===== config.mk =====
export PLATFORM = sky130hd
export DESIGN_NAME = kbd_ctrl
export DESIGN_NICKNAME = d
export VERILOG_FILES = /design/src/rtl/kbd_pkg.sv /design/src/rtl/kbd_ctrl_ps2_rx.sv /design/src/rtl/kbd_ctrl.sv
export SDC_FILE = /design/constraint.sdc
export NUM_CORES = 1
export LEC_CHECK = 0
export BUFFER_PORTS_ARGS = -buffer_cell sky130_fd_sc_hd__clkbuf_2
export CORE_MARGIN = 3
export CORE_UTILIZATION = 40
export CTS_BUF_LIST = sky130_fd_sc_hd__clkbuf_4 sky130_fd_sc_hd__clkbuf_8
export DETAILED_ROUTE_END_ITERATION = 12
export SLEW_MARGIN = 20
export SYNTH_ARGS = -nofsm -noshare
export SYNTH_HDL_FRONTEND = slang
export SYNTH_SLANG_ARGS = --single-unit

===== constraint.sdc =====
create_clock -name iCLK -period 2.3 [get_ports iCLK]
set_clock_uncertainty 0.1 [all_clocks]
set_input_delay 0 -clock iCLK [delete_from_list [all_inputs] [get_ports iCLK]]
set_output_delay 0 -clock iCLK [all_outputs]
set_load 0.01 [all_outputs]

===== src/rtl/kbd_pkg.sv =====
// Shared constants, state encodings and code classifiers for the keyboard front end.
package kbd_pkg;

   localparam logic [7:0] PFX_EXT    = 8'hE0;
   localparam logic [7:0] PFX_BRK    = 8'hF0;
   localparam logic [7:0] PFX_PAUSE  = 8'hE1;

   localparam logic [7:0] IGN_BAT    = 8'hAA;
   localparam logic [7:0] IGN_ACK    = 8'hFA;
   localparam logic [7:0] IGN_RESEND = 8'hFE;
   localparam logic [7:0] IGN_ECHO   = 8'hEE;

   localparam logic [7:0] KEY_LSHIFT = 8'h12;
   localparam logic [7:0] KEY_RSHIFT = 8'h59;

   typedef enum logic [1:0] {
      RX_IDLE,
      RX_DATA,
      RX_PAR,
      RX_STOP
   } rx_state_t;

   typedef enum logic [2:0] {
      S_BASE,
      S_EXT,
      S_BRK,
      S_EXT_BRK,
      S_PAUSE
   } dec_state_t;

   // Device housekeeping replies that never produce a key event.
   function automatic logic is_ignore(input logic [7:0] code);
      return (code == IGN_BAT) || (code == IGN_ACK) ||
             (code == IGN_RESEND) || (code == IGN_ECHO);
   endfunction

   function automatic logic is_shift(input logic [7:0] code);
      return (code == KEY_LSHIFT) || (code == KEY_RSHIFT);
   endfunction

endpackage


===== src/rtl/kbd_ctrl_ps2_rx.sv =====
// PS/2 device-to-host frame receiver: synchronisers, clock glitch filter,
// 11-bit frame FSM with odd-parity/stop checking and inter-edge timeout.
module ps2_rx
   import kbd_pkg::*;
#(
   parameter int FILTER_LEN  = 8,
   parameter int TIMEOUT_CYC = 5000
) (
   input  logic       clk,
   input  logic       rst_n,
   input  logic       ps2_clk,
   input  logic       ps2_dat,
   output logic       byte_vld,
   output logic [7:0] rx_byte,
   output logic       err
);

   localparam int FILT_W = (FILTER_LEN < 2) ? 1 : $clog2(FILTER_LEN);

   logic [1:0]        clk_sync_reg;
   logic [1:0]        dat_sync_reg;
   logic              filt_lvl_reg;
   logic [FILT_W-1:0] filt_cnt_reg;
   logic              filt_differ;
   logic              filt_flip;
   logic              fall;
   logic              dat;

   rx_state_t   state_reg, state_next;
   logic [7:0]  shift_reg, shift_next;
   logic [2:0]  bit_cnt_reg, bit_cnt_next;
   logic        par_reg, par_next;
   logic [15:0] tmo_reg, tmo_next;
   logic        vld_reg, vld_next;
   logic        err_reg, err_next;

   // Lines idle high, so the synchronisers and filter start high to avoid a
   // phantom falling edge right after reset.
   always_ff @(posedge clk or negedge rst_n) begin
      if (!rst_n) begin
         clk_sync_reg <= 2'b11;
         dat_sync_reg <= 2'b11;
      end else begin
         clk_sync_reg <= {clk_sync_reg[0], ps2_clk};
         dat_sync_reg <= {dat_sync_reg[0], ps2_dat};
      end
   end

   always_comb begin
      filt_differ = (clk_sync_reg[1] != filt_lvl_reg);
      filt_flip   = filt_differ && (filt_cnt_reg == FILT_W'(FILTER_LEN - 1));
      fall        = filt_flip && filt_lvl_reg;
      dat         = dat_sync_reg[1];
   end

   always_ff @(posedge clk or negedge rst_n) begin
      if (!rst_n) begin
         filt_lvl_reg <= 1'b1;
         filt_cnt_reg <= '0;
      end else if (filt_flip) begin
         filt_lvl_reg <= ~filt_lvl_reg;
         filt_cnt_reg <= '0;
      end else if (filt_differ) begin
         filt_cnt_reg <= filt_cnt_reg + 1'b1;
      end else begin
         filt_cnt_reg <= '0;
      end
   end

   always_ff @(posedge clk or negedge rst_n) begin
      if (!rst_n) begin
         state_reg   <= RX_IDLE;
         shift_reg   <= '0;
         bit_cnt_reg <= '0;
         par_reg     <= 1'b0;
         tmo_reg     <= '0;
         vld_reg     <= 1'b0;
         err_reg     <= 1'b0;
      end else begin
         state_reg   <= state_next;
         shift_reg   <= shift_next;
         bit_cnt_reg <= bit_cnt_next;
         par_reg     <= par_next;
         tmo_reg     <= tmo_next;
         vld_reg     <= vld_next;
         err_reg     <= err_next;
      end
   end

   always_comb begin
      state_next   = state_reg;
      shift_next   = shift_reg;
      bit_cnt_next = bit_cnt_reg;
      par_next     = par_reg;
      tmo_next     = tmo_reg;
      vld_next     = 1'b0;
      err_next     = 1'b0;

      case (state_reg)
         RX_IDLE: begin
            tmo_next = '0;
            if (fall && !dat) begin
               state_next   = RX_DATA;
               bit_cnt_next = '0;
            end
         end
         RX_DATA: begin
            if (fall) begin
               shift_next   = {dat, shift_reg[7:1]};
               bit_cnt_next = bit_cnt_reg + 3'd1;
               if (bit_cnt_reg == 3'd7) begin
                  state_next = RX_PAR;
               end
            end
         end
         RX_PAR: begin
            if (fall) begin
               par_next   = dat;
               state_next = RX_STOP;
            end
         end
         RX_STOP: begin
            if (fall) begin
               if (dat && (^{par_reg, shift_reg})) begin
                  vld_next = 1'b1;
               end else begin
                  err_next = 1'b1;
               end
               state_next = RX_IDLE;
            end
         end
         default: state_next = RX_IDLE;
      endcase

      // Inter-edge watchdog; a stalled device abandons the partial frame.
      if (state_reg != RX_IDLE) begin
         if (fall) begin
            tmo_next = '0;
         end else if (tmo_reg == 16'(TIMEOUT_CYC - 1)) begin
            err_next   = 1'b1;
            state_next = RX_IDLE;
            tmo_next   = '0;
         end else begin
            tmo_next = tmo_reg + 16'd1;
         end
      end
   end

   assign byte_vld = vld_reg;
   assign rx_byte  = shift_reg;
   assign err      = err_reg;

endmodule


===== src/rtl/kbd_ctrl.sv =====
// Keyboard front end: scan history for the translator, prefix decoding into
// make/break events, shift tracking and a saturating error counter.
module kbd_ctrl
   import kbd_pkg::*;
#(
   parameter int FILTER_LEN  = 8,
   parameter int TIMEOUT_CYC = 5000,
   parameter int PAUSE_SKIP  = 7
) (
   input  logic        iCLK,
   input  logic        iRST_N,
   input  logic        iPS2_CLK,
   input  logic        iPS2_DAT,
   output logic [23:0] oHIST,
   output logic        oHIST_STB,
   output logic        oEVT_VALID,
   output logic [7:0]  oEVT_CODE,
   output logic        oEVT_EXT,
   output logic        oEVT_BRK,
   output logic        oSHIFT,
   output logic [7:0]  oERR_CNT
);

   logic       byte_vld;
   logic [7:0] rx_byte;
   logic       rx_err;

   ps2_rx #(
      .FILTER_LEN  (FILTER_LEN),
      .TIMEOUT_CYC (TIMEOUT_CYC)
   ) u_rx (
      .clk      (iCLK),
      .rst_n    (iRST_N),
      .ps2_clk  (iPS2_CLK),
      .ps2_dat  (iPS2_DAT),
      .byte_vld (byte_vld),
      .rx_byte  (rx_byte),
      .err      (rx_err)
   );

   dec_state_t  dec_reg, dec_next;
   logic [23:0] hist_reg, hist_next;
   logic        hist_stb_reg, hist_stb_next;
   logic [7:0]  skip_reg, skip_next;
   logic        evt_valid_reg, evt_valid_next;
   logic [7:0]  evt_code_reg, evt_code_next;
   logic        evt_ext_reg, evt_ext_next;
   logic        evt_brk_reg, evt_brk_next;
   logic        shift_reg, shift_next;
   logic [7:0]  err_cnt_reg, err_cnt_next;
   logic        emit;
   logic        emit_ext;
   logic        emit_brk;

   always_ff @(posedge iCLK or negedge iRST_N) begin
      if (!iRST_N) begin
         dec_reg       <= S_BASE;
         hist_reg      <= '0;
         hist_stb_reg  <= 1'b0;
         skip_reg      <= '0;
         evt_valid_reg <= 1'b0;
         evt_code_reg  <= '0;
         evt_ext_reg   <= 1'b0;
         evt_brk_reg   <= 1'b0;
         shift_reg     <= 1'b0;
         err_cnt_reg   <= '0;
      end else begin
         dec_reg       <= dec_next;
         hist_reg      <= hist_next;
         hist_stb_reg  <= hist_stb_next;
         skip_reg      <= skip_next;
         evt_valid_reg <= evt_valid_next;
         evt_code_reg  <= evt_code_next;
         evt_ext_reg   <= evt_ext_next;
         evt_brk_reg   <= evt_brk_next;
         shift_reg     <= shift_next;
         err_cnt_reg   <= err_cnt_next;
      end
   end

   always_comb begin
      dec_next       = dec_reg;
      hist_next      = hist_reg;
      hist_stb_next  = 1'b0;
      skip_next      = skip_reg;
      evt_valid_next = 1'b0;
      evt_code_next  = evt_code_reg;
      evt_ext_next   = evt_ext_reg;
      evt_brk_next   = evt_brk_reg;
      shift_next     = shift_reg;
      err_cnt_next   = err_cnt_reg;
      emit           = 1'b0;
      emit_ext       = 1'b0;
      emit_brk       = 1'b0;

      if (rx_err) begin
         // Zeroed history forces the translator output to 0 until fresh bytes arrive.
         hist_next  = '0;
         dec_next   = S_BASE;
         skip_next  = '0;
         shift_next = 1'b0;
         if (err_cnt_reg != 8'hFF) begin
            err_cnt_next = err_cnt_reg + 8'd1;
         end
      end else if (byte_vld) begin
         hist_next     = {hist_reg[15:0], rx_byte};
         hist_stb_next = 1'b1;

         case (dec_reg)
            S_BASE: begin
               if (rx_byte == PFX_EXT) begin
                  dec_next = S_EXT;
               end else if (rx_byte == PFX_BRK) begin
                  dec_next = S_BRK;
               end else if (rx_byte == PFX_PAUSE) begin
                  dec_next  = S_PAUSE;
                  skip_next = 8'(PAUSE_SKIP);
               end else if (!is_ignore(rx_byte)) begin
                  emit = 1'b1;
               end
            end
            S_EXT: begin
               if (rx_byte == PFX_BRK) begin
                  dec_next = S_EXT_BRK;
               end else begin
                  emit     = 1'b1;
                  emit_ext = 1'b1;
                  dec_next = S_BASE;
               end
            end
            S_BRK: begin
               emit     = 1'b1;
               emit_brk = 1'b1;
               dec_next = S_BASE;
            end
            S_EXT_BRK: begin
               emit     = 1'b1;
               emit_ext = 1'b1;
               emit_brk = 1'b1;
               dec_next = S_BASE;
            end
            S_PAUSE: begin
               if (skip_reg <= 8'd1) begin
                  skip_next = '0;
                  dec_next  = S_BASE;
               end else begin
                  skip_next = skip_reg - 8'd1;
               end
            end
            default: dec_next = S_BASE;
         endcase

         if (emit) begin
            evt_valid_next = 1'b1;
            evt_code_next  = rx_byte;
            evt_ext_next   = emit_ext;
            evt_brk_next   = emit_brk;
            // E0-prefixed events share codes with shift keys but are different keys.
            if (!emit_ext && is_shift(rx_byte)) begin
               shift_next = !emit_brk;
            end
         end
      end
   end

   assign oHIST      = hist_reg;
   assign oHIST_STB  = hist_stb_reg;
   assign oEVT_VALID = evt_valid_reg;
   assign oEVT_CODE  = evt_code_reg;
   assign oEVT_EXT   = evt_ext_reg;
   assign oEVT_BRK   = evt_brk_reg;
   assign oSHIFT     = shift_reg;
   assign oERR_CNT   = err_cnt_reg;

endmodule

==> flow_summary.toml <==
[floorplan]
die_h_um = 112
core_area_mm2 = 0.0109
start_util_pct = 41.4
dieArea_mm2 = 0.0126
io_pins = 49
fp-row-count = 38
die_w_um = 112

[pwr]
peakVddDrop_mv = 0.372
leakage_nw = 2.45
p_per_area_mw_per_mm2 = 570

[detailed_routing]
ant_nets = 0
viasPerCell = 5.18
vias = 3199
finalWirelength_um = 8650
drc = 0
dr.pass1.iters = 4
wl_per_cell_um = 14.0
drt_iter0_drc = 162

[sta]
drv_slew = 0
max_slew.worst_pin.slew_ns = 0.605
whs_ns = 0.00988
rsz0062_at_grt = "no"
period_minus_slack_ns = 2.12
fmax_ghz = 0.471
max_slew_margin_pct = 59.7
finalHoldViolations = 0
tns_ns = 0
fin_crit_sh_pct = 92.3
setup_violations = 0

[cells_and_area]
num-nets-final = 498
num_antenna_cells = 0
largest_reg_flops = 24
area_growth_pct = 14.9
layout-drive-gt1-share_pct = 22.0
stdcell_area_mm2 = 0.00521

[critical_path]
crit_type = "register to register"
crit_chain = "or4_1 -> nor4b_1 -> a21o_2 -> o21bai_4 -> nor2_1"
critical_path_required_ns = 2.44
arrival_ns = 2.27
path_max_fanout = 16
max_stage_delay_ns = 0.53
worst_path_max_delay_cell = "or4_1"
critPathCaptureType = "register"
start_kind = "register"

[synthesis]
synthArstFlopShare_pct = 100
ys.flop_type = "dfrtp_1"
syn-num-nets = 441
syn_inst = 416
synth_top_area_share_pct = 50.3
ys_types = 53
yosysWarnings = 0
synth.most_common_cell = "dfrtp_1"
syn_area_mm2 = 0.00453
synth_edf_count = 0
synth_common_cells = "91 x dfrtp_1, 54 x nor2_1, 32 x nand2_1"
synth_seq_cells = 96
seq_area_frac_synth_pct = 53.2
synthTopCellsByArea = "dfrtp_1 50%, ha_1 5.8%, mux2i_1 5.7%"
avgSynthCellArea_um2 = 10.9
synth_top_area_cell = "dfrtp_1"

[grt]
grt-ovfl-total = 0
grt_pass1_vias = 3130
grt_max_degree = 47
grt_pass1_wl_um = 15200
antenna_found_initial = 0
gr-usage-all-layers_pct = 14.8

[cts]
path_clk_slew_ns = 0.09
cts_num_sinks = 96
cts_buffer_depth = 2
cts_root_buffer = "clkbuf_8"
tritoncts = "done"
cts_buffers = 9
htree_levels = 3
clk_latency_ns = 0.37
cts_setup_buffers = 0

[place]
hpwl_um = 6140
postPlaceCellArea_mm2 = 0.00496
portBuffers = 48
place_congestion = 0.866

[hold_path]
hold_class = "primary input to async pin"

[flow_run]
maxCapViolCount = 0

[run_status]
status = "complete, no violations"
==> cell usage in the layout, fill, tap and decap left out, types with 3 or more instances in the layout <==
master	instances
mux2_2	13
nor3_1	9
buf_4	9
a31oi_1	9
a21oi_1	8
and3_1	3
nand4_1	7
mux2i_1	26
dfstp_2	5
xnor2_1	15
nor2b_1	3
dfrtp_1	89
nand2_1	32
o21ai_0	18
xor2_1	9
nand2b_1	4
nand3_1	11
ha_1	20
and2_1	4
clkbuf_8	11
or3_1	4
dlygate4sd3_1	3
inv_1	15
clkbuf_2	47
a22o_1	5
nor2_1	54
nand3b_1	3
==> where the power goes <==
group          switching [W]  leakage [nW]  internal, W  total [W]
combinational      0.0000561          1.02    0.0000391  0.0000952
clock               0.000544         0.107     0.000583    0.00113
sequential         0.0000194          1.32      0.00173    0.00175
==> worst max-delay path, delay by kind of cell, from the launching register on <==
kind / cells / cell delay (ns)
AO/OA/AOI/OAI: 2 / 0.44
flip-flops: 1 / 0.42
AND/OR/NAND/NOR: 3 / 1.04
==> cell type report <==
class | count | area (µm²)
repair buffers | 60 | 353
inverters | 15 | 56.3
multi-input cells | 291 | 2010
flip-flops and latches | 96 | 2410
fillers | 1021 | 5730
well taps | 140 | 175
clock inverters | 2 | 38.8
clock buffers | 13 | 166
==> routing by layer <==
metal	vias up	wire (µm)	track usage, %
met2	54	4090	23.8
met5	-	0	0
li1	1556	-	-
met1	1578	4060	19.1
met3	11	342	4.10
met4	0	150	5.77
==> kinds of logic (layout without fill, tap and decap cells) <==
kind of cell / count (synthesis) / in the layout / share of synthesized area [%]
flip-flops: 96 / 96 / 53.2
XOR/XNOR: 24 / 24 / 4.64
buffers and inverters: 29 / 90 / 2.82
AND/OR/NAND/NOR: 145 / 145 / 15.3
adder cells (fa/ha/maj): 21 / 21 / 5.80
AO/OA/AOI/OAI: 62 / 62 / 9.28
multiplexers: 39 / 39 / 8.98
==> path summary, 6_finish.rpt <==
check                                             to  cells after the start  slack, ns            startpoint
worst max register to register       u_rx.tmo_reg[6]                      5       0.18       u_rx.tmo_reg[4]
worst min-delay path                       oHIST[22]                      2       0.01                iRST_N
worst max-delay path                 u_rx.tmo_reg[6]                      5       0.18       u_rx.tmo_reg[4]
min in group iCLK               u_rx.clk_sync_reg[0]                      2       0.16              iPS2_CLK
worst min register to register  u_rx.clk_sync_reg[1]                      0       0.26  u_rx.clk_sync_reg[0]
max in group asynchronous       u_rx.dat_sync_reg[1]                      3       1.44                iRST_N
==> through the flow <==
stage / utilization [%] / setup WS, ns / total power (W) / instances
after floorplan: - / 0.296 / 0.00182 / 416
after global placement: 45.3 / 0.165 / 0.00187 / 599
after detailed placement: 45.3 / 0.125 / 0.00187 / 599
after CTS: 47.5 / 0.104 / 0.00303 / 617
after global routing: 47.6 / 0.00420 / 0.00312 / 617
final: 47.6 / 0.176 / 0.00297 / 617
==> timing repair <==
action | 4_1_cts | 5_1_grt
gates resized for setup | 0 | 5
hold endpoints to repair | 93 | 0
hold buffers | 3 | 0
endpoints found under the setup margin | 0 | 10
No activity file was read; power rests on OpenSTA's default activity.
